--- src/rtl/image_binarize.sv ---
// Two-pass frame binarizer: mean of all pixels (or a manual level), then a 1-bit/pixel packed bitmap.
// Latency: done 2*PIX_NUM+4 cycles after start; port b reads are 1-cycle, and bitmap bytes are written as they complete.
module image_binarize #(
  parameter int LOG2_PIX = 16,
  parameter int ADDR_W   = 18
) (
  input  logic                clk,
  input  logic                rst_n,
  input  logic                start,
  input  logic                man_en,
  input  logic [7:0]          man_thr,
  output logic                busy,
  output logic                done,
  output logic [7:0]          thr_out,
  output logic                enb,
  output logic                web,
  output logic [ADDR_W-1:0]   addrb,
  output logic [7:0]          dinb,
  input  logic [7:0]          doutb,
  output logic                bwe,
  output logic [LOG2_PIX-4:0] baddr,
  output logic [7:0]          bdin
);

  localparam int SUM_W = LOG2_PIX + 8;
  localparam logic [ADDR_W-1:0] LAST_ADDR = ADDR_W'((1 << LOG2_PIX) - 1);

  typedef enum logic [2:0] {S_IDLE, S_SUM, S_CALC, S_BIN, S_DONE} state_t;

  state_t              state_q;
  logic                busy_q, done_q, man_en_q;
  logic [7:0]          man_thr_q, thr_q;
  logic                enb_q, vld_q, lst_q;
  logic [ADDR_W-1:0]   addr_q;
  logic [SUM_W-1:0]    sum_q;
  logic [LOG2_PIX-1:0] pix_q;
  logic [6:0]          sr_q;
  logic                bwe_q;
  logic [LOG2_PIX-4:0] baddr_q;
  logic [7:0]          bdin_q;

  logic [SUM_W-1:0] sum_d;
  logic             bit_d;
  logic [7:0]       byte_d;
  logic             addr_last;

  always_comb begin
    sum_d     = sum_q + SUM_W'(doutb);
    bit_d     = (doutb < thr_q);
    byte_d    = {sr_q, bit_d};
    addr_last = (addr_q == LAST_ADDR);
  end

  // vld_q/lst_q mark the cycle in which doutb carries the data of the previous cycle's read.
  always_ff @(posedge clk) begin
    if (!rst_n) begin
      state_q   <= S_IDLE;
      busy_q    <= 1'b0;
      done_q    <= 1'b0;
      man_en_q  <= 1'b0;
      man_thr_q <= '0;
      thr_q     <= '0;
      enb_q     <= 1'b0;
      vld_q     <= 1'b0;
      lst_q     <= 1'b0;
      addr_q    <= '0;
      sum_q     <= '0;
      pix_q     <= '0;
      sr_q      <= '0;
      bwe_q     <= 1'b0;
      baddr_q   <= '0;
      bdin_q    <= '0;
    end else begin
      done_q <= 1'b0;
      bwe_q  <= 1'b0;
      vld_q  <= enb_q;
      lst_q  <= enb_q && addr_last;
      if (enb_q) begin
        if (addr_last) enb_q  <= 1'b0;
        else           addr_q <= addr_q + 1'b1;
      end
      case (state_q)
        S_IDLE: begin
          if (start) begin
            man_en_q  <= man_en;
            man_thr_q <= man_thr;
            busy_q    <= 1'b1;
            sum_q     <= '0;
            enb_q     <= 1'b1;
            addr_q    <= '0;
            state_q   <= S_SUM;
          end
        end
        S_SUM: begin
          if (vld_q) sum_q <= sum_d;
          if (lst_q) state_q <= S_CALC;
        end
        S_CALC: begin
          thr_q   <= man_en_q ? man_thr_q : sum_q[SUM_W-1:LOG2_PIX];
          enb_q   <= 1'b1;
          addr_q  <= '0;
          pix_q   <= '0;
          sr_q    <= '0;
          state_q <= S_BIN;
        end
        S_BIN: begin
          if (vld_q) begin
            sr_q  <= byte_d[6:0];
            pix_q <= pix_q + 1'b1;
            if (&pix_q[2:0]) begin
              bwe_q   <= 1'b1;
              baddr_q <= pix_q[LOG2_PIX-1:3];
              bdin_q  <= byte_d;
            end
          end
          if (lst_q) state_q <= S_DONE;
        end
        S_DONE: begin
          done_q  <= 1'b1;
          busy_q  <= 1'b0;
          state_q <= S_IDLE;
        end
        default: state_q <= S_IDLE;
      endcase
    end
  end

  assign busy    = busy_q;
  assign done    = done_q;
  assign thr_out = thr_q;
  assign enb     = enb_q;
  assign web     = 1'b0;
  assign addrb   = addr_q;
  assign dinb    = 8'h00;
  assign bwe     = bwe_q;
  assign baddr   = baddr_q;
  assign bdin    = bdin_q;

endmodule

--- config.mk ---
export PLATFORM = sky130hd
export DESIGN_NAME = image_binarize
export DESIGN_NICKNAME = d
export VERILOG_FILES = /design/src/rtl/image_binarize.sv
export SDC_FILE = /design/constraint.sdc
export NUM_CORES = 1
export LEC_CHECK = 0
export BUFFER_PORTS_ARGS = -buffer_cell sky130_fd_sc_hd__buf_2
export CORE_ASPECT_RATIO = 0.5
export CORE_MARGIN = 4
export CORE_UTILIZATION = 57
export CTS_CLUSTER_DIAMETER = 40
export CTS_CLUSTER_SIZE = 20
export DETAILED_ROUTE_END_ITERATION = 10
export GPL_ROUTABILITY_DRIVEN = 0
export HOLD_SLACK_MARGIN = 0.1
export PLACE_DENSITY = 0.8
export RECOVER_POWER = 100
export SYNTH_ARGS = -nofsm -noshare
export SYNTH_HDL_FRONTEND = slang
export SYNTH_SLANG_ARGS = --single-unit
export TNS_END_PERCENT = 50
--- constraint.sdc ---
create_clock -name clk -period 3 [get_ports clk]
set_clock_uncertainty 0.15 [all_clocks]
set_input_delay 0.6 -clock clk [delete_from_list [all_inputs] [get_ports clk]]
set_output_delay 0.6 -clock clk [all_outputs]
set_load 0.01 [all_outputs]
==> results of run 1 <==
area by class of cell:
class	count	share of cell area (%)
clock buffer	10	3.95
clock inverter	6	0.994
inverter	13	0.807
multi-input combinational	465	48.8
sequential	112	37.1
tap	117	2.42
timing repair buffer	80	5.88
power by group through the flow:
stage	sequential (mW)	combinational, mW	clock, mW
finish	1.52	0.154	1.18
global route	1.52	0.172	1.28
CTS	1.52	0.156	1.20
detailed placement	1.55	0.155	0
global placement	1.55	0.153	0
floorplan	1.54	0.122	0
final timing paths:
check	slack, ps	startpoint	end	cells past startpoint
max	440	sum_q[0]	sum_q[22]	8
min	310	bdin[2]	bdin[2]	2
max reg2reg	440	sum_q[0]	sum_q[22]	8
min reg2reg	310	bdin[2]	bdin[2]	2
routing by layer:
metal  track usage, %  share of wire [%]  vias to the layer above
met4             4.32               0.67                        0
met3             5.54                6.0                       11
met5                0                  0                        -
met1             26.1                 47                     2120
li1                 -                  -                     2305
met2             35.2                 47                      114
state kept, by name, indices dropped and copies added, names as in the netlist, 3 cells and up:
register and cells:
sr_q 7, baddr 13, thr_out 8, addrb 18
man_thr_q 8, state_q 3, pix_q 16, bdin 8
sum_q 24
cells in the final DEF, fill, tap and decap left out, drive strengths merged, types with 5 or more instances in the layout:
| master | Yosys | routed |
|---|---|---|
| nand2 | 102 | 102 |
| buf | 18 | 22 |
| dfxtp | 112 | 112 |
| nor2b | 18 | 18 |
| nor2 | 45 | 45 |
| a21oi | 26 | 26 |
| and4 | 8 | 8 |
| or3 | 6 | 6 |
| ha | 18 | 18 |
| o31ai | 7 | 7 |
| nand4 | 17 | 17 |
| nand2b | 8 | 8 |
| xnor2 | 11 | 11 |
| nor3 | 5 | 5 |
| nand3 | 20 | 20 |
| a21boi | 30 | 30 |
| a211oi | 8 | 8 |
| and3 | 8 | 8 |
| conb | 1 | 9 |
| o211a | 9 | 9 |
| a22oi | 11 | 11 |
| xor2 | 19 | 19 |
| o21ai | 17 | 17 |
| or4 | 6 | 6 |
| clkbuf | 25 | 68 |
| a21o | 7 | 7 |
| inv | 13 | 15 |
| mux2i | 14 | 14 |
stage by stage:
stage / power, mW / hold WS (ps) / setup WS, ps / cells / util, %
after floorplan: 1.67 / 289 / 465 / 633 / -
after global placement: 1.71 / 291 / 190 / 787 / 64.9
after detailed placement: 1.71 / 295 / 128 / 787 / 64.9
after CTS: 2.88 / 306 / 449 / 803 / 68.3
after global routing: 2.97 / 334 / 243 / 803 / 67.3
final: 2.85 / 313 / 442 / 803 / 67.3
worst max-delay path, stage by stage (launching register included):
cell and delay [ps]:
dfxtp_1 340, ha_1 170, inv_1 60, fa_1 400
nor2b_1 180, o2111a_1 220, o211ai_1 340, a211oi_1 420
mux2i_1 210
logic make-up (layout without fill, tap and decap cells):
group | after synthesis | after routing
other cells | 1 | 9
mux | 14 | 14
simple gates | 259 | 259
fa+ha+maj | 19 | 19
xor+xnor | 30 | 30
flops | 112 | 112
buf+inv | 56 | 109
compound gates | 134 | 134
==> impl_metrics.tcl, run 1 <==
set metrics [dict create \
    grt_pass1_vias 4215 \
    detail_route.wl_per_cell_um 14.3 \
    io_buffers 70 \
    criticalPathCategory "reg2reg" \
    placed_cell_area_um2 5830 \
    rsz0062_at_grt "no" \
    cts.sinks 112 \
    combPwrFrac_pct 5.4 \
    vias 4550 \
    synth.top_cell.area_share_pct 41.3 \
    post_cts_buffers 0 \
    relSlewSlack_pct 35.4 \
    diodes 0 \
    synth_edf_count 0 \
    clock_path_buffers 2 \
    gr-total-overflow 0 \
    yosysUniqueCellTypes 57 \
    cts_hold_buffers 0 \
    synthMuxAreaShare_pct 2.58 \
    grt_max_degree 48 \
    core-area_um2 8980 \
    power-per-cell-area_nw_per_um2 472 \
    vdd_drop_max_v 0.000290 \
    syn_inst 625 \
    period_minus_slack_ps 2560 \
    synth-async-reset-ratio_pct 0 \
    final-setup-viol-count 0 \
    clk_latency_ps 360 \
    avgSynthCellArea_um2 8.69 \
    power.share.switching_pct 24.1 \
    fin_crit_sh_pct 85.3 \
    first_pass_iters 5 \
    netlist_area_um2 5430 \
    fp.dieH_um 77.0 \
    drive_above_1_share_pct 6.56 \
    run_status "finished, final reports clean" \
    regArea_um2 2240 \
    nets 720 \
    track_usage_pct 20.5 \
    synth_flop_cell "dfxtp_1" \
    place_hpwl_mm 8.13 \
    p_int_mw 2.16 \
    required_ps 3130 \
    dieArea_um2 11200 \
    path_clk_slew_ps 80 \
    pwr-share-seq_pct 53.2 \
    yosys_warnings 0 \
    timing.fmax_ghz 0.391 \
    wl_mm 11.5 \
    synthAdderAreaFrac_pct 4.52 \
    postCtsResizedCells 0 \
    hold_viol_final 0 \
    synthXorXnorAreaFrac_pct 4.84 \
    grt_pass1_wl_mm 19.4 \
    drtIter0Drc 296 \
    htreeDepth 3 \
    fp-row-count 24 \
    cp.arrival_ps 2690 \
    min_path_type "reg2reg" \
    tns_ps 0 \
    finalInstanceArea_um2 6040 \
    start_util_pct 60.5 \
    yosysMostFrequentCell "dfxtp_1" \
    cts_buffers 9 \
    worst_pin_slew_ps 969 \
    drc 0 \
    ant_nets 0 \
    ys_seq_elements 112 \
    synthTopCellsByCount "dfxtp_1 (112), nand2_1 (102), nor2_1 (44), a21boi_0 (27), a21oi_1 (26)" \
    slew_viol_final 0 \
    synth_top_family_by_area "simple AND/OR/NAND/NOR gates" \
    maxCapViolations 0 \
    syn2layout_area_growth_pct 11.3 \
    yosysTopAreaCell "dfxtp_1" \
    synth-simple-area-share_pct 24.0 \
    ys_top_cells_by_area "dfxtp_1 (41%), nand2_1 (7.0%), ha_1 (4.1%)" \
    die_w_um 146 \
    multi_input_area_um2 2950 \
    p_leak_nw 2.20 \
    pin_count 80 \
    p_switching_mw 0.688 \
    ys_seq_area_share_pct 41.3 \
    synth_compound_area_share_pct 17.9 \
    cp-start-kind "register" \
    cts_tree "built" \
    pwr-share-clk_pct 41.4 \
    crit_fanout 12 \
    vias_per_cell 5.67 \
    cp-end-kind "register" \
    filler_cell_count 784 \
    clockRootBuffer "clkbuf_16" \
    grt_antenna_before_repair 0 \
]
Power figures use the tool's default switching activity.
==> run 2, diff against run 1 <==
CORE_UTILIZATION = 37   (was 57)
PLACE_DENSITY = not set   (was 0.8)
==> run 2 against run 1 <==
Global-route usage down 4.9 points. Non-clock buffer count down 1. Largest power group unchanged. Count of clock-buffer cells in the layout fell by 1. Clock power hardly changed. Routed wire length grew 10%. Hold slack worse by 1.1 ps. Register-to-register slack got worse by 40 ps. Power decreased by 0.47%. Design area is 1.1% higher. Sequential cell count stayed put. Via count fell by 1.5%.
==> impl_metrics.tcl, run 2 (synthesis results as in run 1) <==
set metrics [dict create \
    grt_pass1_wl_mm 21.3 \
    postCtsResizedCells 0 \
    clock_path_buffers 2 \
    cts.sinks 112 \
    diodes 0 \
    core-area_um2 14000 \
    place_hpwl_mm 8.96 \
    vias 4484 \
    pin_count 80 \
    cp-start-kind "register" \
    rsz0062_at_grt "no" \
    syn2layout_area_growth_pct 12.4 \
    grt_busiest_layer "met1" \
    final-setup-viol-count 0 \
    grt_pass1_vias 4145 \
    worst_pin_slew_ps 1080 \
    gr-usage-met2_pct 22.8 \
    detail_route.wl_per_cell_um 14.4 \
    crit_fanout 12 \
    gr-total-overflow 0 \
    vdd_drop_max_v 0.000259 \
    r2r_end "sum_q[22]" \
    cts_buffers 9 \
    largest_register_ffs 24 \
    cp.arrival_ps 2740 \
    min_to "state_q[2]" \
    min_path_type "reg2reg" \
    multi_input_area_um2 2950 \
    clk_latency_ps 360 \
    met1_usage_pct 23.2 \
    period_minus_slack_ps 2600 \
    nets 719 \
    drtIter0Drc 239 \
    track_usage_pct 15.6 \
    regMostFlops "sum_q" \
    slew_viol_final 0 \
    relSlewSlack_pct 27.9 \
    post_cts_buffers 0 \
    regArea_um2 2240 \
    io_buffers 70 \
    timing.fmax_ghz 0.385 \
    first_pass_iters 4 \
    cts_tree "built" \
    drive_above_1_share_pct 6.86 \
    ant_nets 0 \
    min_from "lst_q" \
    drc 0 \
    hold_viol_final 0 \
    final_common_cell "dfxtp_1" \
    final_cell_mix "dfxtp_1 (112), nand2_1 (102), clkbuf_1 (57)" \
    fp.dieH_um 93.7 \
    cts_hold_buffers 0 \
    cp-end-kind "register" \
    grt_max_degree 28 \
    power-per-cell-area_nw_per_um2 465 \
    hold_depth 2 \
    required_ps 3140 \
    fin_cells 877 \
    filler_cell_count 1449 \
    run_status "finished, final reports clean" \
    reg2reg_depth 8 \
    worst_r2r_startpoint "sum_q[0]" \
    grt_use_met3_pct 3.70 \
    maxCapViolations 0 \
    grt_antenna_before_repair 0 \
    htreeDepth 3 \
    r2r_setup_slack_ps 400 \
    path_clk_slew_ps 80 \
    place_inst 861 \
    die_w_um 179 \
    p_leak_nw 2.19 \
    fin_crit_sh_pct 86.6 \
    tns_ps 0 \
    wl_mm 12.7 \
    clockRootBuffer "clkbuf_16" \
    criticalPathCategory "reg2reg" \
    vias_per_cell 5.11 \
    start_util_pct 38.9 \
    dieArea_um2 16800 \
    fp-row-count 30 \
]
==> run 2: cell types whose count changed in the layout (fill, tap and decap cells not counted), sizes merged <==
cell    previous run  this run
clkbuf            68        66
inv               15        16
==> run 2: metrics by stage <==
stage | setup slack (ps) | util, % | instance area (um2) | total power, mW | hold WS [ps]
2_1_floorplan | 465 | - | 5460 | 1.67 | 289
3_3_place_gp | 143 | 42.3 | 5900 | 1.71 | 291
3_5_place_dp | 120 | 42.3 | 5900 | 1.71 | 294
4_1_cts | 443 | 44.3 | 6190 | 2.89 | 304
5_1_grt | 148 | 43.7 | 6110 | 2.96 | 336
6_report | 401 | 43.7 | 6110 | 2.84 | 312
==> run 2: layout make-up <==
class / count / area share, %
clock buffer: 9 / 3.69
multi-input combinational: 465 / 48.4
tap: 192 / 3.93
inverter: 13 / 0.799
timing repair buffer: 79 / 5.51
sequential: 112 / 36.7
clock inverter: 7 / 1.00
==> run 2: worst max-delay path by stage <==
stage | start | endpoint | slack [ps] | cells after the start
6_report | sum_q[0] | sum_q[22] | 400 | 8
5_1_grt | rst_n | baddr[5] | 150 | 4
4_1_cts | sum_q[0] | sum_q[22] | 440 | 8
3_5_place_dp | doutb[0] | sum_q[22] | 120 | 9
3_3_place_gp | doutb[0] | sum_q[22] | 140 | 9
2_1_floorplan | doutb[0] | sum_q[20] | 460 | 9
==> run 2: power breakdown <==
part / total, mW / switching, mW / internal, mW
sequential: 1.52 / 0.0210 / 1.50
combinational: 0.154 / 0.0951 / 0.0585
clock: 1.17 / 0.586 / 0.580
==> run 2: metal layers <==
metal / vias to the layer above / routed length (um)
li1: 2299 / -
met1: 2091 / 6650
met2: 84 / 5350
met3: 10 / 526
met4: 0 / 134
met5: - / 0
==> run 2: critical path: stages, from the launching register on <==
cell	delay (ps)
dfxtp_1	350
ha_1	170
inv_1	60
fa_1	410
nor2b_1	190
o2111a_1	240
o211ai_1	340
a211oi_1	410
mux2i_1	210
==> run 3, diff against run 2 <==
PLACE_DENSITY = 0.56   (was not set)
==> run 3 against run 2 <==
Critical path depth down 3. Non-clock buffer count increased by 2. Cell count grew 0.11%. Via count grew 0.13%. Combinational power about the same. Utilization increased by 0.22 points. Register-to-register slack better by 40 ps. Hold slack gained 1.1 ps. Power increased by 2.7%. Critical endpoint is now sum_q[8]. Largest cell class unchanged.
==> impl_metrics.tcl, run 3 (synthesis results as in run 1) <==
set metrics [dict create \
    crit_fanout 14 \
    p_switching_mw 0.699 \
    core-area_um2 14000 \
    cts_hold_buffers 0 \
    place_hpwl_mm 9.01 \
    cp-end-kind "register" \
    crit_chain "and4bb_1 -> clkbuf_1 -> nor2_1 -> a2111o_1 -> o21ai_0" \
    fp.dieH_um 93.7 \
    cts.sinks 112 \
    power_mw 2.92 \
    filler_cell_count 1464 \
    start_util_pct 38.9 \
    relSlewSlack_pct 45.2 \
    regMostFlops "sum_q" \
    cp-start-kind "register" \
    fin_crit_sh_pct 85.2 \
    track_usage_pct 15.5 \
    gr-total-overflow 0 \
    slew_viol_final 0 \
    htreeDepth 3 \
    fp-row-count 30 \
    cp.arrival_ps 2680 \
    cts_tree "built" \
    place_inst 863 \
    period_minus_slack_ps 2560 \
    drc 0 \
    die_w_um 179 \
    drive_above_1_share_pct 6.85 \
    fin_cells 878 \
    p_leak_nw 2.21 \
    reg2reg_depth 5 \
    required_ps 3130 \
    timing.fmax_ghz 0.391 \
    pwr-share-clk_pct 42.6 \
    final-setup-viol-count 0 \
    combPwrFrac_pct 5.3 \
    grt_pass1_wl_mm 21.2 \
    clock_path_buffers 2 \
    worst_pin_slew_ps 822 \
    io_buffers 70 \
    clockRootBuffer "clkbuf_16" \
    wl_mm 12.7 \
    min_path_type "reg2reg" \
    vdd_drop_max_v 0.000242 \
    cts_buffers 9 \
    grt_antenna_before_repair 0 \
    r2r_end "sum_q[8]" \
    detail_route.wl_per_cell_um 14.4 \
    worst_r2r_startpoint "state_q[0]" \
    path_clk_slew_ps 70 \
    rsz0062_at_grt "no" \
    vias 4490 \
    grt_max_degree 39 \
    power-per-cell-area_nw_per_um2 475 \
    tns_ps 0 \
    postCtsResizedCells 0 \
    min_to "baddr[11]" \
    hold_viol_final 0 \
    pin_count 80 \
    final_common_cell "dfxtp_1" \
    diodes 0 \
    nets 721 \
    first_pass_iters 4 \
    criticalPathCategory "reg2reg" \
    maxCapViolations 0 \
    clk_latency_ps 350 \
    post_cts_buffers 0 \
    vias_per_cell 5.11 \
    final_util_pct 44.0 \
    ant_nets 0 \
    p_int_mw 2.22 \
    power.share.switching_pct 24.0 \
    crit_slowest_cell "dfxtp_1" \
    critical-path-max-stage-delay_ps 680 \
    r2r_setup_slack_ps 440 \
    min_from "baddr[11]" \
    final_cell_mix "dfxtp_1 (112), nand2_1 (102), clkbuf_1 (57)" \
    hold_depth 2 \
    pwr-share-seq_pct 52.1 \
    syn2layout_area_growth_pct 13.0 \
    dieArea_um2 16800 \
    largest_register_ffs 24 \
    grt_pass1_vias 4235 \
    run_status "finished, final reports clean" \
    drtIter0Drc 257 \
]
-- run 3: cell count changes in the layout (fill, tap and decap cells not counted), sizes merged --
cell / change
buf: +2
bufinv: +1
clkinv: -1
clkinvlp: -1
-- run 3: power by group through the flow --
| stage | clock [mW] | combinational (mW) | sequential (mW) |
|---|---|---|---|
| 6_report | 1.24 | 0.153 | 1.52 |
| 5_1_grt | 1.34 | 0.174 | 1.52 |
| 4_1_cts | 1.28 | 0.159 | 1.52 |
| 3_5_place_dp | 0 | 0.158 | 1.56 |
| 3_3_place_gp | 0 | 0.157 | 1.55 |
| 2_1_floorplan | 0 | 0.122 | 1.54 |
-- run 3: how the worst max path moves through the flow --
| stage | start | endpoint | depth (start not counted) |
|---|---|---|---|
| 6_report | state_q[0] | sum_q[8] | 5 |
| 3_5_place_dp | doutb[5] | sum_q[11] | 7 |
| 3_3_place_gp | doutb[0] | sum_q[22] | 10 |
| 2_1_floorplan | doutb[0] | sum_q[20] | 9 |
| 4_1_cts | sum_q[0] | sum_q[22] | 9 |
| 5_1_grt | state_q[0] | sum_q[8] | 5 |
-- run 3: cell type report --
class,count,area (um2),share of cell area (%)
multi-input cells,465,2950,48.1
flip-flops and latches,112,2240,36.5
repair buffers,81,352,5.73
well taps,192,240,3.91
clock buffers,9,225,3.67
clock inverters,6,76.3,1.24
inverters,13,48.8,0.795
-- run 3: worst max-delay path, delay by kind of cell (launching register included) --
kind	cells	cell delay [ps]
compound gates	2	520
buf+inv	1	440
flops	1	680
simple gates	2	690
-- run 3: layer usage --
layer | GRT usage, % | wire length (um)
met1 | 22.5 | 6720
met2 | 23.5 | 5290
met3 | 3.70 | 567
met4 | 3.42 | 87
met5 | 0 | 0
-- run 3: through the flow --
step	cell area (um2)	setup slack (ps)	hold WS (ps)
CTS	6220	633	308
detailed placement	5920	300	296
floorplan	5460	465	289
finish	6140	445	313
global route	6140	289	331
global placement	5920	313	297
